File: config.mk
export PLATFORM = sky130hd
export DESIGN_NAME = riscv_muldiv_issue
export DESIGN_NICKNAME = d
export VERILOG_FILES = /design/src/rtl/riscv_muldiv_issue.sv
export SDC_FILE = /design/constraint.sdc
export NUM_CORES = 1
export LEC_CHECK = 0
export BUFFER_PORTS_ARGS = -buffer_cell sky130_fd_sc_hd__buf_4
export CORE_AREA = 10 10 180 182
export CTS_BUF_LIST = sky130_fd_sc_hd__clkbuf_16
export DETAILED_ROUTE_END_ITERATION = 10
export DIE_AREA = 0 0 190 192
export GPL_TIMING_DRIVEN = 1
export PLACE_DENSITY_LB_ADDON = 0.25
export SLEW_MARGIN = 0
export SYNTH_ARGS = -nofsm -noshare
export SYNTH_HDL_FRONTEND = slang
export SYNTH_SLANG_ARGS = --single-unit
File: constraint.sdc
create_clock -name clk_i -period 7.25 [get_ports clk_i]
set_input_delay 0.3625 -clock clk_i [delete_from_list [all_inputs] [get_ports clk_i]]
set_output_delay 0.3625 -clock clk_i [all_outputs]
set_load 0.05 [all_outputs]
File: src/rtl/riscv_muldiv_issue.sv
// Single-entry issue stage for the mul/div unit: RAW/WAW scoreboard, zero-bubble writeback forwarding.
// Issue is combinational from the issue register; stall_i or a hazard holds it and drops fetch_accept_o.
module riscv_muldiv_issue (
  input  logic        clk_i,
  input  logic        rst_i,

  input  logic        fetch_valid_i,
  input  logic [55:0] fetch_instr_i,
  input  logic [31:0] fetch_opcode_i,
  input  logic [31:0] fetch_pc_i,
  input  logic [4:0]  fetch_rd_idx_i,
  input  logic [4:0]  fetch_ra_idx_i,
  input  logic [4:0]  fetch_rb_idx_i,
  output logic        fetch_accept_o,

  output logic [4:0]  rf_ra_idx_o,
  output logic [4:0]  rf_rb_idx_o,
  input  logic [31:0] rf_ra_value_i,
  input  logic [31:0] rf_rb_value_i,

  output logic        opcode_valid_o,
  output logic [55:0] opcode_instr_o,
  output logic [31:0] opcode_opcode_o,
  output logic [31:0] opcode_pc_o,
  output logic [4:0]  opcode_rd_idx_o,
  output logic [4:0]  opcode_ra_idx_o,
  output logic [4:0]  opcode_rb_idx_o,
  output logic [31:0] opcode_ra_operand_o,
  output logic [31:0] opcode_rb_operand_o,
  input  logic        stall_i,

  input  logic [4:0]  writeback_idx_i,
  input  logic [31:0] writeback_value_i,
  input  logic        writeback_squash_i,

  output logic [4:0]  rf_wr_idx_o,
  output logic [31:0] rf_wr_value_o,
  input  logic        flush_i,
  output logic        busy_o
);

  typedef struct packed {
    logic [55:0] instr;
    logic [31:0] opcode;
    logic [31:0] pc;
    logic [4:0]  rd;
    logic [4:0]  ra;
    logic [4:0]  rb;
  } issue_t;

  logic        issue_valid_q;
  issue_t      issue_q;
  issue_t      fetch_w;
  logic [31:0] pending_q;

  logic        wb_fwd_w;
  logic [31:0] wb_fwd_mask_w;
  logic [31:0] pending_eff_w;
  logic [31:0] pending_set_w;
  logic [31:0] pending_clr_w;
  logic [31:0] pending_nxt_w;
  logic        hazard_w;
  logic        issue_fire_w;
  logic        fetch_take_w;

  // A non-squashed writeback both forwards its value and releases its scoreboard bit this cycle.
  assign wb_fwd_w      = !writeback_squash_i && (writeback_idx_i != 5'd0);
  assign wb_fwd_mask_w = wb_fwd_w ? (32'd1 << writeback_idx_i) : 32'd0;
  assign pending_eff_w = pending_q & ~wb_fwd_mask_w;

  assign hazard_w       = pending_eff_w[issue_q.ra] | pending_eff_w[issue_q.rb] |
                          pending_eff_w[issue_q.rd];
  assign opcode_valid_o = issue_valid_q && !hazard_w;
  assign issue_fire_w   = opcode_valid_o && !stall_i;
  assign fetch_accept_o = !flush_i && (!issue_valid_q || issue_fire_w);
  assign fetch_take_w   = fetch_valid_i && fetch_accept_o;

  assign fetch_w.instr  = fetch_instr_i;
  assign fetch_w.opcode = fetch_opcode_i;
  assign fetch_w.pc     = fetch_pc_i;
  assign fetch_w.rd     = fetch_rd_idx_i;
  assign fetch_w.ra     = fetch_ra_idx_i;
  assign fetch_w.rb     = fetch_rb_idx_i;

  // Squashed writebacks still clear the bit; a same-cycle set of that index wins.
  assign pending_set_w = (issue_fire_w && (issue_q.rd != 5'd0)) ? (32'd1 << issue_q.rd) : 32'd0;
  assign pending_clr_w = (writeback_idx_i != 5'd0) ? (32'd1 << writeback_idx_i) : 32'd0;
  assign pending_nxt_w = ((pending_q & ~pending_clr_w) | pending_set_w) & 32'hFFFF_FFFE;

  always_ff @(posedge clk_i) begin
    if (rst_i) begin
      issue_valid_q <= 1'b0;
      issue_q       <= '0;
      pending_q     <= '0;
    end else begin
      if (fetch_take_w) begin
        issue_valid_q <= 1'b1;
        issue_q       <= fetch_w;
      end else if (issue_fire_w || flush_i) begin
        issue_valid_q <= 1'b0;
      end
      pending_q <= pending_nxt_w;
    end
  end

  function automatic logic [31:0] operand(input logic [4:0]  idx,
                                          input logic [31:0] rf_val,
                                          input logic [4:0]  wb_idx,
                                          input logic        wb_ok,
                                          input logic [31:0] wb_val);
    if (idx == 5'd0)
      return 32'd0;
    else if (wb_ok && (idx == wb_idx))
      return wb_val;
    else
      return rf_val;
  endfunction

  assign rf_ra_idx_o = issue_q.ra;
  assign rf_rb_idx_o = issue_q.rb;

  assign opcode_instr_o      = issue_q.instr;
  assign opcode_opcode_o     = issue_q.opcode;
  assign opcode_pc_o         = issue_q.pc;
  assign opcode_rd_idx_o     = issue_q.rd;
  assign opcode_ra_idx_o     = issue_q.ra;
  assign opcode_rb_idx_o     = issue_q.rb;
  assign opcode_ra_operand_o = operand(issue_q.ra, rf_ra_value_i, writeback_idx_i, wb_fwd_w,
                                       writeback_value_i);
  assign opcode_rb_operand_o = operand(issue_q.rb, rf_rb_value_i, writeback_idx_i, wb_fwd_w,
                                       writeback_value_i);

  assign rf_wr_idx_o   = writeback_squash_i ? 5'd0 : writeback_idx_i;
  assign rf_wr_value_o = writeback_value_i;
  assign busy_o        = issue_valid_q || (|pending_q);

endmodule

Yosys cells after proc, flatten, opt, wreduce, memory -nomap -nowiden
Index checks and enable logic that the tools add are counted.

word-level totals
  bits in registers = 168
  bits of input ports = 242
  word-level logic and storage cells = 61

cells by class
  magnitude comparators = 3
  equality and inequality tests = 2
  shift-type cells = 2
  multiplexer cells = 16
  bitwise gates (word level) = 7
  reduce and logical (&&, ||, !) cells = 22

operators with widths
  operator              count
  $mux 32               7
  $and 32x32->32        2
  $not 32->32           2
  $shl 1x5->32 const A  2
  $or 32x32->32         1
  $reduce_or 32->1      1
  $lt 5x6->1 const B    3
  $bmux 1 s5            3
  $eq 5x5->1            2
  $logic_not 5->1       2
  $reduce_bool 5->1     2
  $logic_and 1x1->1     8
  $logic_not 1->1       5
  $mux 1                5
  $mux 5                1
  $logic_or 1x1->1      3
  $or 1x1->1            2
  $reduce_bool 2->1     1

Depth between registers and ports, before layout
Gate-level depths: netlist of the first run.

  depth in word-level cells = 16
  gate-level depth with buffers = 13
  gate-level depth less buffers = 8

Worst setup path after synthesis of the first run
OpenSTA, ideal clock, no wires.

  path type = reg2out
  from = register issue_q (netlist bit opcode_rd_idx_o[0])
  to = output fetch_accept_o
  arrival time = 4599 ps
  path slack = 2289 ps
  stages on the path, launching flop included = 10
  path buffers = 2
  path through = dfxtp_1 clkbuf_1 clkbuf_1 nor2_1 a221o_1 o21ai_0 o211ai_1 a222oi_1 or2b_1 a21oi_1

on the way
  longest elaborated chain between the ends = 8

ends and longest elaborated chain
  what                          RTL line  RTL
  start, declared               52        issue_t issue_q;
  start signal, assigned        98        issue_q <= fetch_w;
  $bmux 1 s5                    72        pending_eff_w[issue_q.rd];
  $mux 1 (implied by the code)  72
  $or 1x1->1                    71        assign hazard_w = pending_eff_w[issue_q.ra] | pending_eff_w[issue_q.rb] |
  $logic_not 1->1               73        assign opcode_valid_o = issue_valid_q && !hazard_w;
  $logic_and 1x1->1             73
  named net opcode_valid_o      21        output logic opcode_valid_o,
  $logic_and 1x1->1             74        assign issue_fire_w = opcode_valid_o && !stall_i;
  $logic_or 1x1->1              75        assign fetch_accept_o = !flush_i && (!issue_valid_q || issue_fire_w);
  $logic_and 1x1->1             75
  end, declared                 14        output logic fetch_accept_o,

The timed path passes the listed nets, and every way through them passes these cells. The select of a mux whose other input is x is not followed.

Final worst setup path of the first run
  from = register issue_q (netlist bit opcode_rb_idx_o[0])
  to = register issue_q (netlist bit opcode_opcode_o[8])

on the way
  longest elaborated chain between the ends = 10

ends and longest elaborated chain
  what                          RTL line  RTL
  $bmux 1 s5                    71
  $mux 1 (implied by the code)  71
  $or 1x1->1 (2 in a row)       71
  $logic_not 1->1               73
  $logic_and 1x1->1             73
  $logic_and 1x1->1             74
  $logic_or 1x1->1              75
  $logic_and 1x1->1             75
  $logic_and 1x1->1             76        assign fetch_take_w = fetch_valid_i && fetch_accept_o;

No other way between the ends. The select of a mux whose other input is x is not followed.
A chain may end at the register's enable or synchronous reset.

==> results of run 1 <==
## kinds of logic (layout without fill, tap and decap cells)
family,Yosys count,count (layout),synth area share (%)
mux,202,202,21.3
simple gates,470,470,21.7
xor+xnor,10,10,0.917
compound gates,174,174,13.2
buf+inv,148,542,7.89
other cells,0,1,0
flops,167,167,35.0
## final cells by class
type | instances | area (µm²) | share of cell area, %
diodes | 1 | 2.50 | 0.0182
clock inverters | 15 | 180 | 1.31
inverters | 10 | 45.0 | 0.328
repair buffers | 500 | 3770 | 27.5
clock buffers | 17 | 425 | 3.10
flip-flops and latches | 167 | 3340 | 24.4
multi-input cells | 856 | 5480 | 39.9
well taps | 384 | 480 | 3.50
## through the flow
step           hold slack (ps)  util [%]  instances
2_1_floorplan              446         -       1171
3_3_place_gp               442      45.8       1917
3_5_place_dp               447      45.8       1917
4_1_cts                    135      47.9       1949
5_1_grt                    135      47.9       1949
6_report                   156      47.9       1950
## cell usage in the layout, fill, tap and decap left out, types with 13 or more instances in the layout
master       n
mux2i_1    199
nand3_1     19
nand2_1    294
nor2_1      80
buf_4      499
o211ai_1    36
nor2b_1     13
clkbuf_16   17
o2111ai_1   14
o21ai_0     43
dfxtp_1    167
## sequential cells by signal, indices dropped and copies added (netlist names)
name and cells:
opcode_instr_o 56, issue_valid_q 1, opcode_rb_idx_o 5, opcode_rd_idx_o 5, pending_q 31, opcode_pc_o 32
opcode_opcode_o 32, opcode_ra_idx_o 5
## power by group
group	total (mW)	leakage [nW]	switching (mW)	internal, mW
Clock	0.929	0.296	0.461	0.468
Combinational	0.891	4.73	0.593	0.298
Sequential	0.999	1.36	0.0402	0.959
Total	2.82	6.39	1.09	1.73
## routing by layer
layer / vias to the layer above / GRT usage, % / routed length (µm)
li1: 4821 / - / -
met1: 4556 / 22.2 / 15100
met2: 539 / 36.4 / 20400
met3: 67 / 8.98 / 4790
met4: 2 / 6.99 / 1010
met5: - / 0 / 13
## synth_stat cells (3+ instances only)
library cell,instances,share of area [%]
o211a_1,3,0.31
nand4_1,5,0.33
o311ai_0,12,1.1
nor4_1,12,0.79
a211oi_1,7,0.55
a211o_1,3,0.28
o21ai_2,8,0.73
buf_4,44,3.5
nand3b_1,6,0.47
xor2_1,6,0.55
nand4bb_1,5,0.59
o21a_1,3,0.24
inv_1,9,0.35
clkbuf_1,66,2.6
nor2b_1,13,0.85
mux2i_1,199,21
o21ai_1,5,0.26
a2111oi_0,6,0.55
buf_2,20,1.0
dfxtp_1,167,35
a21oi_1,12,0.63
nor2_1,80,3.1
nand2_1,294,12
or2_2,3,0.20
xnor2_1,4,0.37
nor3b_1,3,0.24
o2111ai_1,14,1.3
nand3_1,19,1.0
nor3_1,3,0.16
o21ai_0,43,2.3
nand2b_1,10,0.66
buf_1,7,0.28
o211ai_1,36,2.8
## worst min-delay path by stage
| stage | start | endpoint | depth (start not counted) |
|---|---|---|---|
| final | flush_i | issue_valid_q | 2 |
| after floorplan | flush_i | issue_valid_q | 1 |
| after detailed placement | opcode_opcode_o[20] | opcode_opcode_o[20] | 2 |
| after global routing | flush_i | issue_valid_q | 2 |
| after global placement | opcode_opcode_o[19] | opcode_opcode_o[19] | 2 |
| after CTS | flush_i | issue_valid_q | 2 |
==> impl_metrics.env, run 1 <==
export IMPL_reg2reg_depth=9
export IMPL_cts_root_buf="clkbuf_16"
export IMPL_powerDensity_nw_per_um2=206
export IMPL_area_delta_synth_final_pct=43.7
export IMPL_fin_ws_ps=3010
export IMPL_critPathRequiredTime_ps=7590
export IMPL_io_buffers=490
export IMPL_clock_fmax_mhz=236
export IMPL_crit_start="opcode_rb_idx_o[0]"
export IMPL_cp_depth=9
export IMPL_n_fill_cell=2800
export IMPL_cts_resized=0
export IMPL_fin_nets=1794
export IMPL_clock_latency_ps=440
export IMPL_r2r_slack_ps=3010
export IMPL_drtPass1Iterations=8
export IMPL_period_needed_ps=4240
export IMPL_gp_congestion=0.933
export IMPL_cp_top_family="compound AO/OA/AOI/OAI gates"
export IMPL_rows=62
export IMPL_r2r_end="opcode_opcode_o[8]"
export IMPL_grt_overflow=0
export IMPL_via_per_inst=5.12
export IMPL_post_route_drc_count=0
export IMPL_yosysSeqAreaShare_pct=35.0
export IMPL_ys_ff_latch=167
export IMPL_clkSlewWorstSetupHoldPaths_ps=80
export IMPL_cap_viol_max_count=0
export IMPL_start_kind="register"
export IMPL_hp_class="in2reg"
export IMPL_final_cell_area_um2=13700
export IMPL_grt_max_degree=183
export IMPL_core_area_um2=28600
export IMPL_clockBufferDepth=2
export IMPL_ant_nets=0
export IMPL_fp_dieH_um=192
export IMPL_crit_path_end="opcode_opcode_o[8]"
export IMPL_die_area_um2=36500
export IMPL_numCtsBuffers=17
export IMPL_rsz0062_at_grt="false"
export IMPL_syn_nets=1413
export IMPL_wl_um=41300
export IMPL_finalCritPeriodShare_pct=58.4
export IMPL_grt_pass1_wl_um=59800
export IMPL_drive_above_1_share_pct=35.8
export IMPL_slowest_stage="a41o_4"
export IMPL_p_total_mw=2.82
export IMPL_status="finished clean"
export IMPL_num_vias=9985
export IMPL_fin_tns_setup_ps=0
export IMPL_synth_cell_types=69
export IMPL_htree_levels=4
export IMPL_leakagePower_nw=6.39
export IMPL_die_w_um=190
export IMPL_worstMarginPinSlew_ps=1150
export IMPL_worstPathBufferInverterCount=2
export IMPL_post_cts_buffers=0
export IMPL_synthArstFlopShare_pct=0
export IMPL_avgSynthCellArea_um2=8.15
export IMPL_dp_hpwl_um=31900
export IMPL_syn_cell_area_um2=9550
export IMPL_synthCells=1171
export IMPL_setup_viol=0
export IMPL_slew_headroom_pct=23.1
export IMPL_ys_flop_type="dfxtp_1"
export IMPL_synth_edf_count=0
export IMPL_critPathKind="reg2reg"
export IMPL_crit_arrival_ps=4580
export IMPL_drtIter0Drc=737
export IMPL_start_util_pct=33.4
export IMPL_fin_worst_skew_ps=25.3
export IMPL_path_max_fanout=72
export IMPL_timing_rr_start="opcode_rb_idx_o[0]"
export IMPL_placed_area_um2=13100
export IMPL_crit_path_end_kind="register"
export IMPL_antenna_found_initial=1
export IMPL_ir_drop_v=0.000126
export IMPL_hold_violations=0
export IMPL_finalMaxSlewViolations=0
export IMPL_clock_sinks=167
export IMPL_grt_pass1_vias=9797
export IMPL_cts_hold_buf=0
export IMPL_pre_cts_ws_ps=2780
export IMPL_io_pins=491
export IMPL_routedWlPerCell_um=21.2
export IMPL_grtUsageTotal_pct=20.9
export IMPL_tritoncts="built"
export IMPL_ys_warn_count=0
export IMPL_slowest_delay_ps=1010
export IMPL_cp_cell_sequence="clkinv_1 -> nand2_1 -> o21ai_0 -> o211a_1 -> a211o_1 -> a22oi_1 -> a41o_4 -> buf_12 -> mux2i_1"
No activity file was read; power rests on OpenSTA's default activity.
==> run 2, diff against run 1 <==
- clock period: 7.25 -> 4.1 ns (I/O delays scaled with it)
==> run 2 against run 1 <==
  * Register-to-register slack got worse by 2200 ps
  * Worst setup slack got worse by 2500 ps
  * Sequential power rose by 78%
  * Clock power rose by 72%
  * First-iteration DRC count fell by 5.6%
  * Count of clock-buffer cells in the layout did not move
  * Critical endpoint is now fetch_accept_o
  * Largest cell class unchanged
  * Largest power group unchanged
==> impl_metrics.env, run 2 (synthesis gave the netlist of run 1 again) <==
export IMPL_p_int_mw=3.05
export IMPL_powerDensity_nw_per_um2=358
export IMPL_clock_fmax_mhz=282
export IMPL_min_to="opcode_instr_o[13]"
export IMPL_layout_commonest_cell="buf_4"
export IMPL_finalCritPeriodShare_pct=86.4
export IMPL_fin_util_pct=48.3
export IMPL_grt_pass1_vias=10100
export IMPL_power_share_switching_pct=38.6
export IMPL_antenna_found_initial=3
export IMPL_clockBufferDepth=2
export IMPL_final_cell_area_um2=13800
export IMPL_clkSlewWorstSetupHoldPaths_ps=90
export IMPL_fin_tns_setup_ps=0
export IMPL_tritoncts="built"
export IMPL_path_max_fanout=13
export IMPL_critPathRequiredTime_ps=3890
export IMPL_drtIter0Drc=696
export IMPL_via_per_inst=5.16
export IMPL_largest_register_ff_count=56
export IMPL_crit_arrival_ps=3340
export IMPL_switching_power_mw=1.91
export IMPL_slowest_delay_ps=760
export IMPL_worstPathBufferInverterCount=3
export IMPL_gp_congestion=0.963
export IMPL_rows=62
export IMPL_area_delta_synth_final_pct=44.9
export IMPL_r2r_end="opcode_instr_o[49]"
export IMPL_hp_class="in2reg"
export IMPL_finalMaxSlewViolations=0
export IMPL_io_pins=491
export IMPL_wl_um=41900
export IMPL_core_area_um2=28600
export IMPL_post_cts_buffers=0
export IMPL_ant_nets=0
export IMPL_final_cell_mix="502 x buf_4, 294 x nand2_1, 199 x mux2i_1"
export IMPL_start_kind="register"
export IMPL_multi_input_area_um2=5490
export IMPL_clock_sinks=167
export IMPL_cts_root_buf="clkbuf_16"
export IMPL_routedWlPerCell_um=21.4
export IMPL_status="finished clean"
export IMPL_clkPwrFrac_pct=32.3
export IMPL_regArea_um2=3350
export IMPL_grt_pass1_wl_um=61100
export IMPL_grt_max_degree=128
export IMPL_dp_cells=1922
export IMPL_io_buffers=490
export IMPL_hold_violations=0
export IMPL_grtUsageTotal_pct=21.4
export IMPL_slew_headroom_pct=46.4
export IMPL_timing_rr_start="opcode_rb_idx_o[2]"
export IMPL_numCtsBuffers=17
export IMPL_pwr_share_seq_pct=35.9
export IMPL_leakagePower_nw=6.44
export IMPL_n_fill_cell=2827
export IMPL_rsz0062_at_grt="false"
export IMPL_cts_resized=0
export IMPL_slowest_stage="dfxtp_1"
export IMPL_die_w_um=190
export IMPL_cp_top_family="compound AO/OA/AOI/OAI gates"
export IMPL_instances_no_fill=1962
export IMPL_clock_latency_ps=440
export IMPL_cp_cell_sequence="inv_1 -> a2111oi_0 -> a2111oi_0 -> nand3b_1 -> a222oi_1 -> buf_4 -> or2b_1 -> a21oi_4 -> buf_4"
export IMPL_fp_dieH_um=192
export IMPL_drive_above_1_share_pct=36.2
export IMPL_placed_area_um2=13200
export IMPL_crit_path_end_kind="output pin"
export IMPL_fin_worst_skew_ps=22.7
export IMPL_reg2reg_depth=8
export IMPL_setup_viol=0
export IMPL_fin_ws_ps=558
export IMPL_combPwrFrac_pct=31.8
export IMPL_dp_hpwl_um=32800
export IMPL_fin_nets=1805
export IMPL_holdPathStages=3
export IMPL_num_vias=10100
export IMPL_start_util_pct=33.4
export IMPL_worstMarginPinSlew_ps=803
export IMPL_grt_overflow=0
export IMPL_post_route_drc_count=0
export IMPL_holdWs_ps=16.1
export IMPL_min_from="fetch_instr_i[13]"
export IMPL_pre_cts_ws_ps=648
export IMPL_ir_drop_v=0.000267
export IMPL_p_total_mw=4.96
export IMPL_cts_hold_buf=6
export IMPL_htree_levels=4
export IMPL_die_area_um2=36500
export IMPL_period_needed_ps=3540
export IMPL_critPathKind="reg2out"
export IMPL_r2r_slack_ps=810
export IMPL_drtPass1Iterations=5
export IMPL_cap_viol_max_count=0
## run 2: final cells by class
class / count / area share, %
multi-input cells: 856 / 39.7
repair buffers: 511 / 28.1
flip-flops and latches: 167 / 24.2
well taps: 384 / 3.47
clock buffers: 17 / 3.07
clock inverters: 15 / 1.13
inverters: 10 / 0.325
diodes: 2 / 0.0362
## run 2: layer usage
layer / share of wire [%] / up-vias / wire length [µm] / GRT usage, %
li1: - / 4842 / - / -
met1: 35 / 4666 / 14500 / 22.0
met2: 51 / 540 / 21200 / 37.8
met3: 12 / 73 / 4940 / 9.43
met4: 3.1 / 2 / 1290 / 8.15
met5: 0.029 / - / 12 / 0
## run 2: worst register-to-register path, delay by kind of cell, from the launching register on
family          cells  cell delay (ps)
mux                 1              330
compound gates      4             1200
buf+inv             2              670
flops               1              760
simple gates        1              260
## run 2: worst max path at each step
stage | startpoint | to | slack [ps] | depth (start not counted)
after floorplan | writeback_idx_i[1] | fetch_accept_o | 10 | 9
after global placement | writeback_idx_i[1] | opcode_ra_idx_o[3] | 710 | 10
after detailed placement | writeback_idx_i[1] | opcode_ra_idx_o[1] | 650 | 10
after CTS | opcode_rb_idx_o[2] | fetch_accept_o | 600 | 9
after global routing | opcode_ra_idx_o[0] | fetch_accept_o | 290 | 9
final | opcode_rb_idx_o[2] | fetch_accept_o | 560 | 9
## run 2: power by group through the flow
stage	registers (mW)	logic, mW	clock network (mW)
detailed placement	1.81	1.58	0
global route	1.79	1.66	1.70
floorplan	2.03	0.781	0
CTS	1.78	1.59	1.64
finish	1.78	1.58	1.60
global placement	1.81	1.57	0
==> run 3, diff against run 2 <==
- MAX_ROUTING_LAYER: default -> met4
- PLACE_DENSITY_LB_ADDON: 0.25 -> default
==> run 3 against run 2 <==
  * Sequential power barely moved
  * Critical path depth rose by 1
  * Power fell by 1.8%
  * Count of clock-buffer cells in the layout did not move
  * Wire length rose by 3.9%
  * Fmax rose by 0.86%
  * Worst hold slack improved by 6.5 ps
==> impl_metrics.env, run 3 (synthesis gave the netlist of run 1 again) <==
export IMPL_gp_congestion=0.977
export IMPL_dp_hpwl_um=34200
export IMPL_crit_path_end_kind="output pin"
export IMPL_cts_resized=0
export IMPL_antenna_found_initial=4
export IMPL_ant_nets=0
export IMPL_layout_commonest_cell="buf_4"
export IMPL_io_buffers=490
export IMPL_placed_area_um2=13200
export IMPL_fin_worst_skew_ps=10.8
export IMPL_rsz0062_at_grt="false"
export IMPL_worstPathBufferInverterCount=3
export IMPL_dp_cells=1926
export IMPL_cts_root_buf="clkbuf_16"
export IMPL_grt_pass1_wl_um=62700
export IMPL_start_kind="register"
export IMPL_drive_above_1_share_pct=36.2
export IMPL_core_area_um2=28600
export IMPL_clkSlewWorstSetupHoldPaths_ps=70
export IMPL_slew_headroom_pct=49.7
export IMPL_instances_no_fill=1965
export IMPL_cp_common_cell="buf_4"
export IMPL_area_delta_synth_final_pct=44.7
export IMPL_wl_um=43500
export IMPL_fp_dieH_um=192
export IMPL_tritoncts="built"
export IMPL_num_vias=10200
export IMPL_grt_pass1_vias=10200
export IMPL_grt_max_degree=136
export IMPL_setup_viol=0
export IMPL_clockBufferDepth=2
export IMPL_crit_arrival_ps=3310
export IMPL_largest_register_ff_count=56
export IMPL_grtUsageTotal_pct=23.0
export IMPL_finalCritPeriodShare_pct=85.6
export IMPL_critPathRequiredTime_ps=3890
export IMPL_post_route_drc_count=0
export IMPL_final_cell_mix="505 x buf_4, 294 x nand2_1, 199 x mux2i_1"
export IMPL_die_w_um=190
export IMPL_fin_tns_setup_ps=0
export IMPL_htree_levels=4
export IMPL_clock_sinks=167
export IMPL_finalMaxSlewViolations=0
export IMPL_hp_class="in2reg"
export IMPL_clock_latency_ps=430
export IMPL_powerDensity_nw_per_um2=352
export IMPL_start_util_pct=33.4
export IMPL_drtPass1Iterations=5
export IMPL_critPathKind="reg2out"
export IMPL_r2r_slack_ps=940
export IMPL_leakagePower_nw=6.44
export IMPL_status="finished clean"
export IMPL_cap_viol_max_count=0
export IMPL_cp_top_family="compound AO/OA/AOI/OAI gates"
export IMPL_drtIter0Drc=774
export IMPL_worstMarginPinSlew_ps=754
export IMPL_numCtsBuffers=17
export IMPL_slowest_delay_ps=580
export IMPL_io_pins=491
export IMPL_slowest_stage="dfxtp_2"
export IMPL_grt_overflow=0
export IMPL_path_max_fanout=15
export IMPL_via_per_inst=5.18
export IMPL_die_area_um2=36500
export IMPL_routedWlPerCell_um=22.1
export IMPL_hold_violations=0
export IMPL_post_cts_buffers=0
export IMPL_period_needed_ps=3510
export IMPL_final_cell_area_um2=13800
export IMPL_fin_nets=1807
export IMPL_ir_drop_v=0.000246
export IMPL_clock_fmax_mhz=285
export IMPL_cp_cell_sequence="clkinv_1 -> nand2_1 -> o221a_2 -> a221oi_1 -> a211o_1 -> a222oi_1 -> buf_4 -> or2b_1 -> a21oi_4 -> buf_4"
export IMPL_rows=62
-- run 3: cell count changes in the layout (fill, tap and decap cells not counted), sizes merged --
cell | before | now
bufinv | 0 | 1
clkinvlp | 0 | 2
diode | 2 | 3
clkinv | 7 | 9
dlygate4sd3 | 6 | 4
inv | 18 | 13
buf | 505 | 509
-- run 3: worst paths after layout --
| path | from | to | depth (start not counted) |
|---|---|---|---|
| worst max-delay path | opcode_rb_idx_o[0] | fetch_accept_o | 10 |
| worst min-delay path | fetch_opcode_i[4] | opcode_opcode_o[4] | 3 |
| worst max register to register | opcode_rb_idx_o[0] | opcode_rd_idx_o[3] | 9 |
| worst min register to register | opcode_pc_o[27] | opcode_pc_o[27] | 2 |
-- run 3: worst min-delay path: stages --
cell and delay [ps]:
buf_4 110, nand2_1 40, mux2i_1 50
-- run 3: where the power goes --
part           total, mW  internal [mW]  switching, mW
registers           1.78           1.70         0.0791
logic               1.59          0.536           1.05
clock network       1.50          0.826          0.677
-- run 3: stage by stage --
stage	power, mW	utilization, %	worst slack [ps]	hold slack [ps]
2_1_floorplan	2.81	-	12.5	288
3_3_place_gp	3.40	46.2	681	442
3_5_place_dp	3.40	46.2	705	447
4_1_cts	4.92	48.3	630	0.229
5_1_grt	5.06	48.3	444	10.3
6_report	4.87	48.3	588	22.6
-- run 3: final cells by class --
| class | instances | area [µm²] |
|---|---|---|
| fill | 2797 | 14800 |
| multi-input combinational | 856 | 5490 |
| timing repair buffer | 513 | 3910 |
| sequential | 167 | 3350 |
| tap | 384 | 480 |
| clock buffer | 17 | 425 |
| clock inverter | 15 | 114 |
| inverter | 10 | 45.0 |
| antenna | 3 | 7.51 |
-- run 3: routing by layer --
| metal | global-route usage [%] | share of wire, % |
|---|---|---|
| met4 | 8.76 | 3.5 |
| met3 | 7.58 | 9.9 |
| met2 | 40.1 | 50 |
| met5 | - | 0 |
| met1 | 23.5 | 37 |
-- run 3: timing repair --
action / 4_1_cts / 5_1_grt
hold buffers: 4 / 0
setup endpoints to repair: 0 / 0
hold endpoints to repair: 4 / 0
